[src/rtl/mvu_pkg.sv]
// mvu_pkg: shared MVU widths and the AGU state encoding.
package mvu_pkg;
  localparam int BDBANKA = 15;
  localparam int BLENGTH = 15;
  localparam int BCNTDWN = 29;
  localparam int NJUMPS = 5;
  typedef enum logic [1:0] {AGU_IDLE, AGU_RUN, AGU_FIN} agu_state_t;
endpackage

[src/rtl/mvu_agu_if.sv]
// mvu_agu_if: job config, stall and address stream of one AGU; tick exists only with MVU_AGU_LOOPTICK_EN.
interface mvu_agu_if #(
  parameter int BADDR = mvu_pkg::BDBANKA,
  parameter int BLENGTH = mvu_pkg::BLENGTH,
  parameter int BCNTDWN = mvu_pkg::BCNTDWN,
  parameter int NJUMPS = mvu_pkg::NJUMPS
) ();
  logic start;
  logic [BCNTDWN-1:0] countdown;
  logic [BADDR-1:0] baseaddr;
  logic [NJUMPS*BADDR-1:0] jump;
  logic [(NJUMPS-1)*BLENGTH-1:0] length;
  logic stall;
  logic [BADDR-1:0] addr;
  logic addr_valid;
  logic busy;
  logic done;
`ifdef MVU_AGU_LOOPTICK_EN
  logic [NJUMPS-1:0] tick;
  modport master (output start, countdown, baseaddr, jump, length, stall,
                  input addr, addr_valid, busy, done, tick);
  modport slave (input start, countdown, baseaddr, jump, length, stall,
                 output addr, addr_valid, busy, done, tick);
`else
  modport master (output start, countdown, baseaddr, jump, length, stall,
                  input addr, addr_valid, busy, done);
  modport slave (input start, countdown, baseaddr, jump, length, stall,
                 output addr, addr_valid, busy, done);
`endif
endinterface

[src/rtl/mvu_agu_lvlsel.sv]
// mvu_agu_lvlsel: one-hot pick of the lowest level with a nonzero counter; top bit when none.
module mvu_agu_lvlsel #(
  parameter int N = mvu_pkg::NJUMPS
) (
  input  logic [N-2:0] nz,
  output logic [N-1:0] sel
);
  logic [N-1:0] r;
  assign r = {1'b1, nz};
  assign sel = r & (~r + N'(1));
endmodule

[src/rtl/mvu_agu.sv]
// mvu_agu: nested-loop data-bank address generator; MVU_AGU_LOOPTICK_EN adds the per-level tick output.
module mvu_agu #(
  parameter int BADDR = mvu_pkg::BDBANKA,
  parameter int BLENGTH = mvu_pkg::BLENGTH,
  parameter int BCNTDWN = mvu_pkg::BCNTDWN,
  parameter int NJUMPS = mvu_pkg::NJUMPS
) (
  input logic clk,
  input logic rst,
  mvu_agu_if.slave bus
);
  import mvu_pkg::*;
  agu_state_t state, state_nxt;
  logic [BADDR-1:0] addr_q, step;
  logic [BCNTDWN-1:0] cnt;
  logic [NJUMPS-2:0][BLENGTH-1:0] lvl_cnt, lvl_nxt, len;
  logic [NJUMPS-1:0][BADDR-1:0] jmp;
  logic [NJUMPS-2:0] nz, rl;
  logic [NJUMPS-1:0] sel;
  logic load, advance, last;
  assign len = bus.length;
  assign jmp = bus.jump;
  assign load = state == AGU_IDLE && bus.start && bus.countdown != '0;
  assign advance = state == AGU_RUN && !bus.stall;
  assign last = cnt == BCNTDWN'(1);
  mvu_agu_lvlsel #(.N(NJUMPS)) u_lvlsel (.nz(nz), .sel(sel));
  always_comb begin
    step = '0;
    for (int i = 0; i < NJUMPS; i++) step = step | (sel[i] ? jmp[i] : '0);
    for (int i = 0; i < NJUMPS-1; i++) begin
      nz[i] = lvl_cnt[i] != '0;
      rl[i] = (sel >> (i+1)) != '0;
      lvl_nxt[i] = sel[i] ? lvl_cnt[i] - BLENGTH'(1) : rl[i] ? len[i] : lvl_cnt[i];
    end
  end
  always_comb begin
    state_nxt = state;
    if (state == AGU_IDLE && bus.start) state_nxt = bus.countdown != '0 ? AGU_RUN : AGU_FIN;
    else if (advance && last) state_nxt = AGU_FIN;
    else if (state == AGU_FIN) state_nxt = AGU_IDLE;
    bus.addr = addr_q;
    bus.addr_valid = state == AGU_RUN;
    bus.busy = state == AGU_RUN;
    bus.done = state == AGU_FIN;
  end
  always_ff @(posedge clk) begin
    if (rst) begin
      state <= AGU_IDLE;
      addr_q <= '0;
      cnt <= '0;
      lvl_cnt <= '0;
    end else begin
      state <= state_nxt;
      if (load) begin
        addr_q <= bus.baseaddr;
        cnt <= bus.countdown;
        lvl_cnt <= len;
      end else if (advance) begin
        cnt <= cnt - BCNTDWN'(1);
        if (!last) begin
          addr_q <= addr_q + step;
          lvl_cnt <= lvl_nxt;
        end
      end
    end
  end
`ifdef MVU_AGU_LOOPTICK_EN
  logic [NJUMPS-1:0] tick_q, tick_nxt;
  // An outermost step marks the level just above the highest loop with a nonzero length.
  always_comb begin
    int top;
    top = NJUMPS-1;
    for (int i = 0; i < NJUMPS-1; i++) if (len[i] != '0) top = i+1;
    tick_nxt = sel[NJUMPS-1] ? NJUMPS'(1) << top : sel;
  end
  always_ff @(posedge clk) begin
    if (rst || load) tick_q <= '0;
    else if (advance) tick_q <= last ? '0 : tick_nxt;
  end
  assign bus.tick = tick_q;
`endif
endmodule
[src/flat_wrapper.sv]
// flat-port wrapper written by rule: the top's interface ports become plain ports
module mvu_agu_flat import mvu_pkg::*;
#(
  parameter int BADDR = mvu_pkg::BDBANKA,
  parameter int BLENGTH = mvu_pkg::BLENGTH,
  parameter int BCNTDWN = mvu_pkg::BCNTDWN,
  parameter int NJUMPS = mvu_pkg::NJUMPS
)
  (clk, rst, bus_start, bus_countdown, bus_baseaddr, bus_jump, bus_length, bus_stall, bus_addr, bus_addr_valid, bus_busy, bus_done);
  mvu_agu_if #(.BADDR(BADDR), .BLENGTH(BLENGTH), .BCNTDWN(BCNTDWN), .NJUMPS(NJUMPS)) bus_i ();
  input logic clk;
  input logic rst;
  input wire logic [$bits(bus_i.start)-1:0] bus_start;
  input wire logic [$bits(bus_i.countdown)-1:0] bus_countdown;
  input wire logic [$bits(bus_i.baseaddr)-1:0] bus_baseaddr;
  input wire logic [$bits(bus_i.jump)-1:0] bus_jump;
  input wire logic [$bits(bus_i.length)-1:0] bus_length;
  input wire logic [$bits(bus_i.stall)-1:0] bus_stall;
  output wire logic [$bits(bus_i.addr)-1:0] bus_addr;
  output wire logic [$bits(bus_i.addr_valid)-1:0] bus_addr_valid;
  output wire logic [$bits(bus_i.busy)-1:0] bus_busy;
  output wire logic [$bits(bus_i.done)-1:0] bus_done;
  assign bus_i.start = bus_start;
  assign bus_i.countdown = bus_countdown;
  assign bus_i.baseaddr = bus_baseaddr;
  assign bus_i.jump = bus_jump;
  assign bus_i.length = bus_length;
  assign bus_i.stall = bus_stall;
  assign bus_addr = bus_i.addr;
  assign bus_addr_valid = bus_i.addr_valid;
  assign bus_busy = bus_i.busy;
  assign bus_done = bus_i.done;
  mvu_agu #(.BADDR(BADDR), .BLENGTH(BLENGTH), .BCNTDWN(BCNTDWN), .NJUMPS(NJUMPS)) u_core (.clk(clk), .rst(rst), .bus(bus_i));
endmodule
[config.mk]
export PLATFORM = sky130hd
export DESIGN_NAME = mvu_agu_flat
export DESIGN_NICKNAME = d
export VERILOG_FILES = /design/src/rtl/mvu_pkg.sv /design/src/rtl/mvu_agu_if.sv /design/src/rtl/mvu_agu_lvlsel.sv /design/src/rtl/mvu_agu.sv /design/src/flat_wrapper.sv
export SDC_FILE = /design/constraint.sdc
export NUM_CORES = 1
export LEC_CHECK = 0
export CORE_MARGIN = 8
export CORE_UTILIZATION = 53
export CTS_CLUSTER_DIAMETER = 150
export CTS_CLUSTER_SIZE = 30
export DETAILED_ROUTE_END_ITERATION = 7
export GPL_ROUTABILITY_DRIVEN = 0
export PLACE_DENSITY = 0.87
export SLEW_MARGIN = 30
export SYNTH_ARGS = -nofsm -noshare
export SYNTH_HDL_FRONTEND = slang
export SYNTH_SLANG_ARGS = --single-unit
[constraint.sdc]
create_clock -name clk -period 9.6 [get_ports clk]
set_clock_uncertainty 0.15 [all_clocks]
set_input_delay 1.92 -clock clk [delete_from_list [all_inputs] [get_ports clk]]
set_output_delay 1.92 -clock clk [all_outputs]
set_load 0.02 [all_outputs]
==> flow_summary.toml, run 1 <==
[drt]
drtPass1Iterations = 7
vias = 8221
postRouteAntennaNets = 0
route.detailed.vias_per_inst = 6.26
post-route-drc-count = 0
routedWlPerCell_um = 18.7
drtIter0Drc = 762
finalWirelength_mm = 24.5

[critical_path]
reg2reg_setup_slack_ps = 3680
reg2reg_from = "u_core.lvl_cnt[45]"
crit_fanout = 17
crit_path_top_delay_cell = "nand2_1"
endpoint_kind = "register"
ff2ff_path_depth = 16
r2r_end = "u_core.bus.addr[14]"
path_class = "reg2reg"
arrival_ps = 6030
max_stage_delay_ps = 660
worst_ep_required_time_ps = 9710
crit_chain = "inv_1 > ha_1 > or3b_2 > nor4b_2 > nand2_1 > mux2i_1 > o21ai_0 > ha_1 > fa_1 > a211o_1 > a21oi_1 > o31ai_1 > o41ai_1 > a21oi_1 > or4_1 > a311oi_1"
startpoint = "u_core.lvl_cnt[45]"
critPathLaunchType = "register"

[timing]
finalMaxSlewViolations = 0
max_clock_freq_mhz = 169
slew_headroom = 0.356
finalSetupViolations = 0
rsz0062_at_grt = "false"
fin_crit_ps = 5920
post-route-period-util = 0.617
finalHoldViolations = 0
setup_tns_ps = 0
tightest_slew_ps = 959

[die]
die_h_um = 134
die_x_um = 134
io_pins = 201
dieArea_um2 = 18000
core-area_um2 = 13800
start_util = 0.538
std_cell_rows = 43

[clocking]
h-tree-depth = 3
cts_setup_buffers = 0
cts.clk_slew.worst_paths_ps = 70
worstSkewPairLatency_ps = 350
cts_buffers = 9
cts.sinks = 106
cts_resized = 0
cts_tree = "built"
cts.path.max_buffers = 2
postCtsHoldBufs = 0
cts-root-buf = "clkbuf_16"

[hold_path]
hp-class = "reg2reg"
hp-start = "u_core.lvl_cnt[24]"
whs_path_depth = 2
holdPathEnd = "u_core.lvl_cnt[24]"

[final_layout]
final_area_um2 = 9710
post-route-util = 0.705
area_growth_pct = 31.0
drive_above_1_share = 0.0644
stdcell_count = 1313
diodes = 0
nNetsFinal = 1335

[logic_synthesis]
syn_avg_cell_area_um2 = 7.63
ys.flop_type = "dfxtp_1"
synth_edf_count = 0
synthArstFlopShare = 0
syn_nets = 1177
yosysWarningCount = 0
synthesis.area_um2 = 7410
synth.area.top_cells = "dfxtp_1 29%, o21ai_0 6.8%, nor2_1 5.3%"
ys_ff_latch = 106
syn_inst = 971
synth_seq_area_share = 0.286
yosysTopAreaCell = "dfxtp_1"
synth.distinct_cells = 72
synth_top_area_frac = 0.286

[grt]
grt_pass1_wl_mm = 38.6
grt_usage = 0.260
antenna_found_initial = 0
grt_max_degree = 72
grt-ovfl-total = 0
grt_pass1_vias = 7680

[power]
total_power_mw = 1.57
p_per_area_nw_per_um2 = 162
ir_worst_vdd_v = 0.000119
p_leak_nw = 3.50

[placement]
port_buffers = 200
post_dp_cell_area_um2 = 9430
place_inst = 1298
dp_hpwl_mm = 18.1

[run]
max_cap_viol_count = 0

[run_status]
status = "complete, no violations"
-- cell usage in the layout, fill, tap and decap left out, types with 29 or more instances in the layout --
cell type | netlist | layout
nor2_1 | 104 | 104
a21oi_1 | 59 | 59
nor4_1 | 30 | 30
mux2i_1 | 29 | 29
clkdlybuf4s50_1 | 0 | 199
nand2_1 | 73 | 73
o21ai_0 | 100 | 99
dfxtp_1 | 106 | 106
nor3_1 | 44 | 44
inv_1 | 30 | 30
nand3_1 | 38 | 38
-- critical path: cells and delay by family (launching register included) --
kind                       cells  cell delay (ps)
adders and majority gates      3              930
muxes                          1              460
AOI/OAI and AO/OA              7             1810
DFF                            1              330
buffers and inverters          1              100
and+or+nand+nor                4             2070
-- where the power goes --
| group | switching, mW | internal, mW |
|---|---|---|
| registers | 0.0585 | 0.491 |
| logic | 0.372 | 0.297 |
| clock network | 0.162 | 0.188 |
| total | 0.593 | 0.976 |
-- Yosys cell counts, types with 4 or more instances --
| master | n |
|---|---|
| o41ai_1 | 4 |
| mux2_2 | 7 |
| buf_6 | 6 |
| ha_1 | 22 |
| buf_2 | 5 |
| and3_1 | 5 |
| buf_1 | 4 |
| nor2_1 | 104 |
| or3b_2 | 4 |
| or3_1 | 10 |
| o21ai_2 | 4 |
| o311ai_0 | 6 |
| nand3b_1 | 4 |
| nor3_1 | 44 |
| nor3b_1 | 5 |
| nor4_1 | 30 |
| clkbuf_1 | 42 |
| dfxtp_1 | 106 |
| mux2i_1 | 29 |
| a221oi_2 | 7 |
| a211oi_2 | 4 |
| and2_1 | 12 |
| o21ai_1 | 5 |
| xor2_1 | 5 |
| o211ai_1 | 8 |
| o21a_1 | 7 |
| a21oi_1 | 59 |
| a21o_1 | 6 |
| xnor2_1 | 7 |
| nand2_1 | 73 |
| and4_1 | 6 |
| a31oi_1 | 12 |
| a22o_1 | 15 |
| or4_1 | 9 |
| nor2b_1 | 5 |
| o21ai_0 | 100 |
| nand3_1 | 38 |
| inv_1 | 30 |
| a211oi_1 | 18 |
| nand4_1 | 8 |
| a311oi_1 | 8 |
| a22oi_1 | 15 |
| nand2b_1 | 9 |
| a221oi_1 | 15 |
-- registers in the layout, indices dropped and copies added (netlist names) --
signal           cells
u_core.bus.addr     15
u_core.cnt          29
u_core.state         2
u_core.lvl_cnt      60
-- per-stage QoR --
stage / hold slack, ps / setup slack (ps)
finish: 325 / 3680
global route: 359 / 3410
CTS: 325 / 3800
detailed placement: 308 / 3770
global placement: 295 / 3910
floorplan: 286 / 4660
-- layout make-up --
| type | instances | area [um^2] |
|---|---|---|
| multi-input combinational | 775 | 4920 |
| fill | 1128 | 4070 |
| timing repair buffer | 207 | 2050 |
| clock buffer | 12 | 256 |
| inverter | 30 | 113 |
| tap | 180 | 225 |
| clock inverter | 3 | 15.0 |
| sequential | 106 | 2120 |
-- how the worst max path moves through the flow --
| stage | cells past startpoint | slack (ps) | to |
|---|---|---|---|
| 5_1_grt | 16 | 3410 | u_core.bus.addr[14] |
| 6_report | 16 | 3680 | u_core.bus.addr[14] |
| 3_3_place_gp | 13 | 3910 | u_core.bus.addr[14] |
| 3_5_place_dp | 13 | 3770 | u_core.bus.addr[14] |
| 2_1_floorplan | 12 | 4660 | u_core.bus.addr[14] |
| 4_1_cts | 16 | 3800 | u_core.bus.addr[14] |
-- per-layer routing --
metal / vias up / track usage / wire (um)
li1: 3978 / - / -
met4: 0 / 0.0817 / 498
met3: 48 / 0.0613 / 1800
met1: 3826 / 0.332 / 10200
met5: - / 0 / 0
met2: 369 / 0.424 / 12000
-- logic make-up after synthesis --
logic type,count (synthesis),synth area share
AO/OA/AOI/OAI,321,0.291
XOR/XNOR,12,0.0142
adder cells (fa/ha/maj),23,0.0399
buffers and inverters,90,0.0540
flip-flops,106,0.286
multiplexers,36,0.0498
AND/OR/NAND/NOR,383,0.264
Power figures use the tool's default switching activity.
==> run 2, diff against run 1 <==
--- a/config.mk
+++ b/config.mk
@@ -6,12 +6,12 @@
 export NUM_CORES = 1
 export LEC_CHECK = 0
 export CORE_MARGIN = 8
-export CORE_UTILIZATION = 53
+export CORE_UTILIZATION = 45
 export CTS_CLUSTER_DIAMETER = 150
 export CTS_CLUSTER_SIZE = 30
 export DETAILED_ROUTE_END_ITERATION = 7
 export GPL_ROUTABILITY_DRIVEN = 0
-export PLACE_DENSITY = 0.87
+export PLACE_DENSITY = 0.78
 export SLEW_MARGIN = 30
 export SYNTH_ARGS = -nofsm -noshare
 export SYNTH_HDL_FRONTEND = slang
==> constraint.sdc (replaced) <==
create_clock -name clk -period 5.1 [get_ports clk]
set_clock_uncertainty 0.15 [all_clocks]
set_input_delay 1.02 -clock clk [delete_from_list [all_inputs] [get_ports clk]]
set_output_delay 1.02 -clock clk [all_outputs]
set_load 0.02 [all_outputs]
==> flow_summary.toml, run 2 (same netlist as run 1, synthesis figures left out) <==
[run_status]
status = "complete, no violations"

[timing]
fin_crit_ps = 4730
max_clock_freq_mhz = 211
slew_headroom = 0.442
finalSetupViolations = 0
finalHoldViolations = 0
worst_slack_ps = 365
tightest_slew_ps = 837
setup_tns_ps = 0
post-route-period-util = 0.928
rsz0062_at_grt = "false"
finalMaxSlewViolations = 0
hold_slack_ps = 326

[critical_path]
endpoint = "u_core.bus.addr[14]"
cp_num_cells = 16
path_buf_inv = 2
crit_fanout = 16
critPathTopFamily = "simple AND/OR/NAND/NOR gates"
startpoint = "u_core.lvl_cnt[45]"
ff2ff_path_depth = 16
arrival_ps = 4850
max_stage_delay_ps = 540
critPathLaunchType = "register"
crit_chain = "inv_1 > ha_1 > or3b_2 > nor4b_4 > nand2_1 > buf_4 > mux2i_1 > o21ai_1 > fa_2 > a211o_1 > a21oi_2 > o31ai_1 > o41ai_2 > a21oi_1 > or4_1 > a311oi_1"
r2r_end = "u_core.bus.addr[14]"
reg2reg_from = "u_core.lvl_cnt[45]"
crit_path_top_delay_cell = "or3b_2"
worst_ep_required_time_ps = 5210
reg2reg_setup_slack_ps = 370
endpoint_kind = "register"
path_class = "reg2reg"

[grt]
grt-ovfl-total = 0
grt_usage = 0.229
grt_max_degree = 76
grt_pass1_vias = 7682
antenna_found_initial = 0
grt_pass1_wl_mm = 38.5

[die]
io_pins = 201
die_x_um = 144
std_cell_rows = 47
die_h_um = 144
core-area_um2 = 16300
start_util = 0.453
dieArea_um2 = 20800

[final_layout]
nNetsFinal = 1351
multiInputGateArea_um2 = 4960
fillCellCount = 1493
post-route-util = 0.609
largest_reg_flops = 60
area_growth_pct = 34.4
regMostFlops = "u_core.lvl_cnt"
mostFrequentLayoutCells = "199 x clkdlybuf4s50_1, 106 x dfxtp_1, 104 x nor2_1"
layout.area.seq_um2 = 2120
diodes = 0
drive_above_1_share = 0.0835
final_common_cell = "clkdlybuf4s50_1"
stdcell_count = 1370

[power]
p_per_area_nw_per_um2 = 310
ir_worst_vdd_v = 0.000200
p_leak_nw = 3.61

[drt]
finalWirelength_mm = 24.7
drtPass1Iterations = 5
routedWlPerCell_um = 18.0
postRouteAntennaNets = 0
route.detailed.vias_per_inst = 6.01
drtIter0Drc = 526
vias = 8235
post-route-drc-count = 0

[placement]
post-place-ws_ps = 26.9
dp_hpwl_mm = 18.7
place_inst = 1354
port_buffers = 200

[clocking]
worstSkewPairLatency_ps = 360
h-tree-depth = 3
cts.clk_slew.worst_paths_ps = 80
cts_tree = "built"
cts.sinks = 106
postCtsHoldBufs = 0
cts.path.max_buffers = 2
cts-root-buf = "clkbuf_16"
cts_setup_buffers = 0
cts_buffers = 9

[run]
max_cap_viol_count = 0

[hold_path]
hp-class = "reg2reg"
whs_path_depth = 2
==> run 2: worst min path at each step <==
stage                              end               start
global route        u_core.lvl_cnt[24]  u_core.lvl_cnt[24]
detailed placement  u_core.lvl_cnt[37]  u_core.lvl_cnt[37]
floorplan           u_core.lvl_cnt[24]  u_core.lvl_cnt[24]
finish              u_core.lvl_cnt[37]  u_core.lvl_cnt[37]
global placement    u_core.lvl_cnt[37]  u_core.lvl_cnt[37]
CTS                 u_core.lvl_cnt[37]  u_core.lvl_cnt[37]
==> run 2: final cells by class <==
type,instances,share of cell area
clock buffer,10,0.0230
inverter,30,0.0113
sequential,106,0.213
tap,220,0.0276
timing repair buffer,223,0.218
multi-input combinational,775,0.498
clock inverter,6,0.00905
==> run 2: report_power, final <==
part	internal, mW	leakage (nW)	switching (mW)
sequential	0.923	0.874	0.110
combinational	0.592	2.58	0.703
clock	0.433	0.153	0.328
total	1.95	3.61	1.14
==> run 2: layer usage <==
metal / wire length (um) / up-vias / global-route usage
met5: 0 / - / 0
met4: 505 / 0 / 0.0739
met3: 1900 / 41 / 0.0525
met2: 12000 / 301 / 0.377
met1: 10300 / 3879 / 0.289
li1: - / 4014 / -
==> run 2: what timing repair did <==
action,4_1_cts,5_1_grt
setup endpoints to repair,1,1
pin swaps,0,0
endpoints found under the hold margin,0,0
resized for setup,1,6
==> run 2: metrics by stage <==
step	total power, mW	instance area, um^2
after floorplan	1.89	7410
after global placement	2.29	9590
after detailed placement	2.31	9600
after CTS	3.08	9930
after global routing	3.28	9960
final	3.09	9960
==> run 2: tightest hold or removal path: cells and delay by family (launching register included) <==
kind | cells | cell delay (ps)
compound gates | 1 | 60
flops | 1 | 320
simple gates | 1 | 50
==> run 3, diff against run 2 <==
--- a/config.mk
+++ b/config.mk
@@ -7,7 +7,7 @@
 export LEC_CHECK = 0
 export CORE_MARGIN = 8
 export CORE_UTILIZATION = 45
-export CTS_CLUSTER_DIAMETER = 150
+export CTS_CLUSTER_DIAMETER = 60
 export CTS_CLUSTER_SIZE = 30
 export DETAILED_ROUTE_END_ITERATION = 7
 export GPL_ROUTABILITY_DRIVEN = 0
==> results of run 3 <==
Final layout, timing and power as in run 2 (identical DEF).
